### src/rtl/vga_sync_gen_pkg.sv
// ---------------------------------------------------------------------------
// vga_sync_gen_pkg
//   Shared raster-timing constants and helpers for the VGA sync generator and
//   the pong graphics stage downstream of it. The defaults describe
//   640x480@60Hz with a 100 MHz system clock divided down to a 25 MHz pixel
//   rate. Derived totals and sync windows are exported so the graphics stage
//   can size its own MAX_X/MAX_Y from the same numbers.
//
//   Contents:
//     DEF_*        default timing parameters (pixels / lines / clocks)
//     H_TOTAL_DEF  pixels per line, V_TOTAL_DEF lines per frame
//     *_SYNC_START/END  inclusive sync windows for the default timing
//     CNT_W        width of the raster counters
//     vga_ctrl_t   bundle of the registered video_on/hsync/vsync bits
//     in_window()  inclusive range test on a raster count
//     cnt_width()  counter width needed for a modulus (minimum 1 bit)
// ---------------------------------------------------------------------------
package vga_sync_gen_pkg;

  localparam int DEF_CLK_DIV = 4;
  localparam int DEF_H_DISP  = 640;
  localparam int DEF_H_FP    = 16;
  localparam int DEF_H_SYNC  = 96;
  localparam int DEF_H_BP    = 48;
  localparam int DEF_V_DISP  = 480;
  localparam int DEF_V_FP    = 10;
  localparam int DEF_V_SYNC  = 2;
  localparam int DEF_V_BP    = 33;

  localparam int H_TOTAL_DEF = DEF_H_DISP + DEF_H_FP + DEF_H_SYNC + DEF_H_BP;
  localparam int V_TOTAL_DEF = DEF_V_DISP + DEF_V_FP + DEF_V_SYNC + DEF_V_BP;

  localparam int H_SYNC_START_DEF = DEF_H_DISP + DEF_H_FP;
  localparam int H_SYNC_END_DEF   = H_SYNC_START_DEF + DEF_H_SYNC - 1;
  localparam int V_SYNC_START_DEF = DEF_V_DISP + DEF_V_FP;
  localparam int V_SYNC_END_DEF   = V_SYNC_START_DEF + DEF_V_SYNC - 1;

  localparam int CNT_W = 10;

  typedef struct packed {
    logic video_on;
    logic hsync;
    logic vsync;
  } vga_ctrl_t;

  // Inclusive window test; the count is zero-extended before comparing.
  function automatic logic in_window(input logic [CNT_W-1:0] v,
                                     input int lo, input int hi);
    return (int'(v) >= lo) && (int'(v) <= hi);
  endfunction

  // A modulus of 1 still needs a 1-bit counter register.
  function automatic int cnt_width(input int m);
    return (m > 1) ? $clog2(m) : 1;
  endfunction

endpackage

### src/rtl/vga_sync_gen_mod_m_counter.sv
// ---------------------------------------------------------------------------
// mod_m_counter
//   Free-running modulo-M counter used as the pixel-rate divider. The count
//   runs 0..M-1 and wraps by explicit compare. tick_o is a registered pulse,
//   one clock wide, appearing every M clocks; the first tick arrives M clocks
//   after reset is released. tick_next_o is the value tick_o will take at the
//   next clock edge, for logic that must register outputs aligned with tick_o.
//
//   Ports:
//     clk_i        system clock
//     rst_ni       synchronous active-low reset
//     tick_next_o  combinational look-ahead of tick_o
//     tick_o       registered one-clock tick, period M
// ---------------------------------------------------------------------------
module mod_m_counter #(
  parameter int M = 4,
  parameter int N = 2
) (
  input  logic clk_i,
  input  logic rst_ni,
  output logic tick_next_o,
  output logic tick_o
);

  logic [N-1:0] cnt_q, cnt_d;
  logic         tick_q, tick_d;

  // Wrap at M-1; the tick is registered from the wrap condition so it lands
  // in the clock after the count reaches M-1, i.e. every M-th clock.
  always_comb begin
    tick_d = (cnt_q == N'(M - 1));
    cnt_d  = tick_d ? '0 : cnt_q + N'(1);
  end

  always_ff @(posedge clk_i) begin
    if (!rst_ni) begin
      cnt_q  <= '0;
      tick_q <= 1'b0;
    end else begin
      cnt_q  <= cnt_d;
      tick_q <= tick_d;
    end
  end

  assign tick_next_o = tick_d;
  assign tick_o      = tick_q;

endmodule

### src/rtl/vga_sync_gen.sv
// ---------------------------------------------------------------------------
// vga_sync_gen
//   VGA raster timing generator feeding the pong graphics pipeline. A
//   mod_m_counter divides the system clock into a pixel enable; the H/V
//   raster counters advance once per pixel enable. hsync, vsync, video_on and
//   frame_tick are all registered from the next-state counter values so they
//   stay cycle-aligned with pix_x/pix_y.
//
//   Ports:
//     clk         system clock, rising edge
//     reset       synchronous active-low reset
//     p_tick      pixel enable, one clock wide every CLK_DIV clocks
//     frame_tick  one-clock pulse on the last pixel-enable clock of a frame
//     pix_x       horizontal count, 0..H_TOTAL-1
//     pix_y       vertical count, 0..V_TOTAL-1
//     video_on    high inside the visible H_DISP x V_DISP area
//     hsync       horizontal sync, active level SYNC_POL
//     vsync       vertical sync, active level SYNC_POL
// ---------------------------------------------------------------------------
module vga_sync_gen
  import vga_sync_gen_pkg::*;
#(
  parameter int CLK_DIV  = DEF_CLK_DIV,
  parameter bit SYNC_POL = 1'b0,
  parameter int H_DISP   = DEF_H_DISP,
  parameter int H_FP     = DEF_H_FP,
  parameter int H_SYNC   = DEF_H_SYNC,
  parameter int H_BP     = DEF_H_BP,
  parameter int V_DISP   = DEF_V_DISP,
  parameter int V_FP     = DEF_V_FP,
  parameter int V_SYNC   = DEF_V_SYNC,
  parameter int V_BP     = DEF_V_BP
) (
  input  logic             clk,
  input  logic             reset,
  output logic             p_tick,
  output logic             frame_tick,
  output logic [CNT_W-1:0] pix_x,
  output logic [CNT_W-1:0] pix_y,
  output logic             video_on,
  output logic             hsync,
  output logic             vsync
);

  localparam int H_TOTAL  = H_DISP + H_FP + H_SYNC + H_BP;
  localparam int V_TOTAL  = V_DISP + V_FP + V_SYNC + V_BP;
  localparam int HS_START = H_DISP + H_FP;
  localparam int HS_END   = HS_START + H_SYNC - 1;
  localparam int VS_START = V_DISP + V_FP;
  localparam int VS_END   = VS_START + V_SYNC - 1;
  localparam int DIV_W    = cnt_width(CLK_DIV);

  localparam logic [CNT_W-1:0] X_LAST = CNT_W'(H_TOTAL - 1);
  localparam logic [CNT_W-1:0] Y_LAST = CNT_W'(V_TOTAL - 1);

  localparam vga_ctrl_t CTRL_RESET = '{video_on: 1'b0,
                                       hsync:    ~SYNC_POL,
                                       vsync:    ~SYNC_POL};

  logic             tick_next;
  logic             p_tick_q;
  logic [CNT_W-1:0] x_q, x_d;
  logic [CNT_W-1:0] y_q, y_d;
  vga_ctrl_t        ctrl_q, ctrl_d;
  logic             frame_q, frame_d;

  mod_m_counter #(
    .M (CLK_DIV),
    .N (DIV_W)
  ) u_pix_div (
    .clk_i       (clk),
    .rst_ni      (reset),
    .tick_next_o (tick_next),
    .tick_o      (p_tick_q)
  );

  // The raster position moves on the clock after a visible p_tick, so each
  // pixel value is held for CLK_DIV clocks with p_tick marking its last clock.
  // The sync/video/frame bits look at the next position so they change on
  // the same edge as pix_x/pix_y.
  always_comb begin
    x_d = x_q;
    y_d = y_q;
    if (p_tick_q) begin
      if (x_q == X_LAST) begin
        x_d = '0;
        y_d = (y_q == Y_LAST) ? '0 : y_q + CNT_W'(1);
      end else begin
        x_d = x_q + CNT_W'(1);
      end
    end

    ctrl_d.video_on = (x_d < CNT_W'(H_DISP)) && (y_d < CNT_W'(V_DISP));
    ctrl_d.hsync    = in_window(x_d, HS_START, HS_END) ? SYNC_POL : ~SYNC_POL;
    ctrl_d.vsync    = in_window(y_d, VS_START, VS_END) ? SYNC_POL : ~SYNC_POL;

    frame_d = tick_next && (x_d == X_LAST) && (y_d == Y_LAST);
  end

  always_ff @(posedge clk) begin
    if (!reset) begin
      x_q     <= '0;
      y_q     <= '0;
      ctrl_q  <= CTRL_RESET;
      frame_q <= 1'b0;
    end else begin
      x_q     <= x_d;
      y_q     <= y_d;
      ctrl_q  <= ctrl_d;
      frame_q <= frame_d;
    end
  end

  assign p_tick     = p_tick_q;
  assign frame_tick = frame_q;
  assign pix_x      = x_q;
  assign pix_y      = y_q;
  assign video_on   = ctrl_q.video_on;
  assign hsync      = ctrl_q.hsync;
  assign vsync      = ctrl_q.vsync;

endmodule

### config.mk
export PLATFORM = sky130hd
export DESIGN_NAME = vga_sync_gen
export DESIGN_NICKNAME = d
export VERILOG_FILES = /design/src/rtl/vga_sync_gen_pkg.sv /design/src/rtl/vga_sync_gen_mod_m_counter.sv /design/src/rtl/vga_sync_gen.sv
export SDC_FILE = /design/constraint.sdc
export NUM_CORES = 1
export LEC_CHECK = 0
export CAP_MARGIN = 10
export CORE_MARGIN = 3
export CORE_UTILIZATION = 30
export CTS_CLUSTER_DIAMETER = 100
export DETAILED_ROUTE_END_ITERATION = 8
export GPL_TIMING_DRIVEN = 0
export PLACE_DENSITY_LB_ADDON = 0.2
export SYNTH_ARGS = -nofsm -noshare
export SYNTH_HDL_FRONTEND = slang
export SYNTH_SLANG_ARGS = --single-unit
### constraint.sdc
create_clock -name clk -period 2.9 [get_ports clk]
set_clock_uncertainty 0.05 [all_clocks]
set_input_delay 0.87 -clock clk [delete_from_list [all_inputs] [get_ports clk]]
set_output_delay 0.87 -clock clk [all_outputs]
set_load 0.02 [all_outputs]
==> metrics.yaml <==
status:
  result_of_the_run: "completed"
logic_synthesis:
  postSynthRegisterBits: 27
  ys_types: 48
  synth_largest_area_cell: "sky130_fd_sc_hd__dfxtp_1"
  post_synth_inst_count: 166
  async_reset_ff_frac: 0
  syn-num-nets: 172
  synth_edf_count: 0
  number_of_warnings_issued_by_yosys: 0
  synth.cell_area_um2: 1480
  ys_dominant_reg_cell: "sky130_fd_sc_hd__dfxtp_1"
  avg_cell_area_syn_um2: 8.94
  netlist.area_leader.share: 0.364
  yosys-top-cells-area: "sky130_fd_sc_hd__dfxtp_1 36%, sky130_fd_sc_hd__and2_1 4.6%, sky130_fd_sc_hd__nand3_1 4.0%"
  synth_commonest_cells: "27 x sky130_fd_sc_hd__dfxtp_1, 12 x sky130_fd_sc_hd__nand3_1, 11 x sky130_fd_sc_hd__and2_1, 10 x sky130_fd_sc_hd__o21ai_0, 9 x sky130_fd_sc_hd__nand2_1"
  yosys.cell_count.top_type: "sky130_fd_sc_hd__dfxtp_1"
  synth_seq_area_share: 0.364
final_layout:
  nFillCells: 488
  layout.nets: 203
  stdcell_area_um2: 1880
  layout-drive-gt1-share: 0.0969
  num_antenna_cells: 0
  areaGrowthSynthToFinish_pct: 26.6
  post_layout_nonfiller_instances: 261
  layout.core_utilization: 0.411
cts:
  post_cts.resized_instances: 0
  cts_made_buffers: 3
  postCtsSetupBuffers: 0
  clkTransAtPathRegs_ns: 0.10
  worst_skew_pair_later_pin_latency_ns: 0.28
  cts_htree_levels: 1
  cts_hold_buffers: 0
  clock_sinks: 27
  cts_buffer_depth: 2
  clock-root-buffer: "sky130_fd_sc_hd__clkbuf_8"
  cts_tree: "yes"
timing:
  final_max_slew_viol_count: 0
  fmax_mhz: 367
  slew-limit-headroom: 0.500
  final_min_period_over_clock_period: 0.940
  setup-violations-final: 0
  timing.final.hold_violations: 0
  tns_ns: 0
  unrepaired_setup_endpoints_after_global_routing: "false"
  finalCriticalPeriod_ns: 2.73
  timing_worst_slew_pin_value_ns: 0.744
critical_path:
  critical_path_required_ns: 3.03
  timing.reg2reg.setup_slack_ns: 0.17
  r2r-end: "video_on"
  worstSetupPathType: "register to register"
  worstSetupEndpointType: "register"
  startpoint_type_of_the_worst_setup_path: "register"
  worst-endpoint-arrival_ns: 2.86
  worstRegToRegCells: 8
  r2r_path_start: "pix_x[0]"
  crit_slowest_cell: "sky130_fd_sc_hd__dfxtp_1"
  crit_path_cell_trace: "ha_1 > nand4b_1 > or3_1 > buf_6 > or3_4 > xor2_1 > and4bb_1 > and4b_1"
  max_stage_delay_ns: 0.44
  crit_path_max_fanout: 9
power_and_ir_drop:
  cellLeakagePower_nw: 0.677
  vdd_drop_max_mv: 0.249
  power_density_nw_per_um2: 331
grt:
  grt_usage: 0.126
  grt_pass1_wl_mm: 6.08
  antenna_found_initial: 0
  largest_net_degree_at_the_start_of_global_routing: 16
  via_count_of_the_first_global_routing_pass: 1289
  gr-total-overflow: 0
place:
  placement.io_buffers: 26
  globalplace.congestion: 0.906
  dp.cells: 257
  place_hpwl_mm: 2.63
  placedInstanceArea_um2: 1830
route:
  via_count: 1323
  drc_errors: 0
  drt_iter0_drc: 66
  routed_wire_length_per_instance_um: 13.4
  first_pass_iters: 4
  antenna_violating_nets_post_route: 0
  detail_route.vias_per_cell: 5.07
  final_wl_mm: 3.51
die:
  boundary_pin_count: 27
  rows: 24
  dieHeight_um: 76.3
  core_um2: 4560
  die_area_um2: 5830
  initial_core_utilization: 0.325
  floorplan.die.width_um: 76.3
min_path:
  timing.hold.worst.start: "u_pix_div.cnt_q[0]"
  worstHoldPathCells: 1
  worst_hold_path.endpoint: "u_pix_div.cnt_q[0]"
  worst_hold_path_type: "register to register"
run:
  drv.max_cap_violation_count: 0
state kept, by name (all words and copies together), names as in the netlist:
register          flops
vsync                 1
u_pix_div.cnt_q       2
pix_y                10
frame_tick            1
u_pix_div.tick_o      1
video_on              1
pix_x                10
hsync                 1
worst max-delay path, delay by kind of cell (launching register included):
family / cells / cell delay, ns
simple gates: 5 / 1.52
xor+xnor: 1 / 0.16
buf+inv: 1 / 0.15
fa+ha+maj: 1 / 0.30
flops: 1 / 0.44
layer usage:
metal  up-vias  share of wire  track usage
met2        36           0.45        0.196
met5         -              0            0
met1       623           0.47        0.166
met3         4          0.062       0.0331
met4         0          0.015       0.0489
li1        660              -            -
stage by stage:
step           total power, mW  setup WS, ns  hold slack [ns]
6_report                 0.622         0.175            0.398
5_1_grt                  0.653        0.0358            0.420
4_1_cts                  0.637         0.145            0.398
3_5_place_dp             0.414         0.174            0.384
3_3_place_gp             0.414         0.189            0.361
2_1_floorplan            0.403         0.304            0.353
kinds of logic (layout without fill, tap and decap cells):
| group | Yosys count | in the layout | share of synthesized area |
|---|---|---|---|
| simple gates | 84 | 84 | 0.347 |
| flops | 27 | 27 | 0.364 |
| compound gates | 25 | 25 | 0.110 |
| buf+inv | 12 | 42 | 0.0573 |
| xor+xnor | 11 | 11 | 0.0649 |
| fa+ha+maj | 4 | 4 | 0.0337 |
| mux | 3 | 3 | 0.0228 |
how the worst max path moves through the flow:
stage                        start       end  slack (ns)  depth (start not counted)
final                     pix_x[0]  video_on        0.17                          8
after global routing      pix_x[0]  video_on        0.04                          8
after CTS                 pix_x[0]  video_on        0.14                          7
after detailed placement  pix_x[0]  video_on        0.17                          7
after floorplan           pix_x[0]  video_on        0.30                          8
after global placement    pix_x[0]  video_on        0.19                          7
where the power goes:
part	total, mW	internal (mW)	switching, mW
sequential	0.379	0.376	0.00293
clock	0.217	0.0964	0.121
combinational	0.0264	0.0124	0.0139
layout make-up:
type / count / area, um^2 / area share
buffer: 8 / 70.1 / 0.0373
clock buffer: 3 / 41.3 / 0.0220
clock inverter: 1 / 5.00 / 0.00266
inverter: 4 / 15.0 / 0.00799
multi-input combinational: 127 / 865 / 0.460
sequential: 27 / 541 / 0.288
tap: 65 / 81.3 / 0.0433
timing repair buffer: 26 / 260 / 0.139
cells in the final DEF, fill, tap and decap left out, types with 2 or more instances in the layout:
cell type / count
sky130_fd_sc_hd__clkdlybuf4s50_1: 26
sky130_fd_sc_hd__nor4_1: 5
sky130_fd_sc_hd__nand2b_1: 2
sky130_fd_sc_hd__nor2_1: 6
sky130_fd_sc_hd__and3_2: 2
sky130_fd_sc_hd__nor3_1: 6
sky130_fd_sc_hd__nand3_1: 12
sky130_fd_sc_hd__buf_6: 2
sky130_fd_sc_hd__nor3b_1: 2
sky130_fd_sc_hd__ha_1: 4
sky130_fd_sc_hd__or3_1: 4
sky130_fd_sc_hd__dfxtp_1: 27
sky130_fd_sc_hd__nand4_1: 6
sky130_fd_sc_hd__inv_1: 4
sky130_fd_sc_hd__a21oi_1: 3
sky130_fd_sc_hd__mux2_2: 3
sky130_fd_sc_hd__o21ai_0: 10
sky130_fd_sc_hd__nand2_1: 9
sky130_fd_sc_hd__clkbuf_1: 2
sky130_fd_sc_hd__xnor2_1: 5
sky130_fd_sc_hd__nor2b_1: 5
sky130_fd_sc_hd__and2_1: 11
sky130_fd_sc_hd__xor2_1: 6
sky130_fd_sc_hd__clkbuf_8: 5
sky130_fd_sc_hd__a21boi_0: 3
Power figures use the tool's default switching activity.
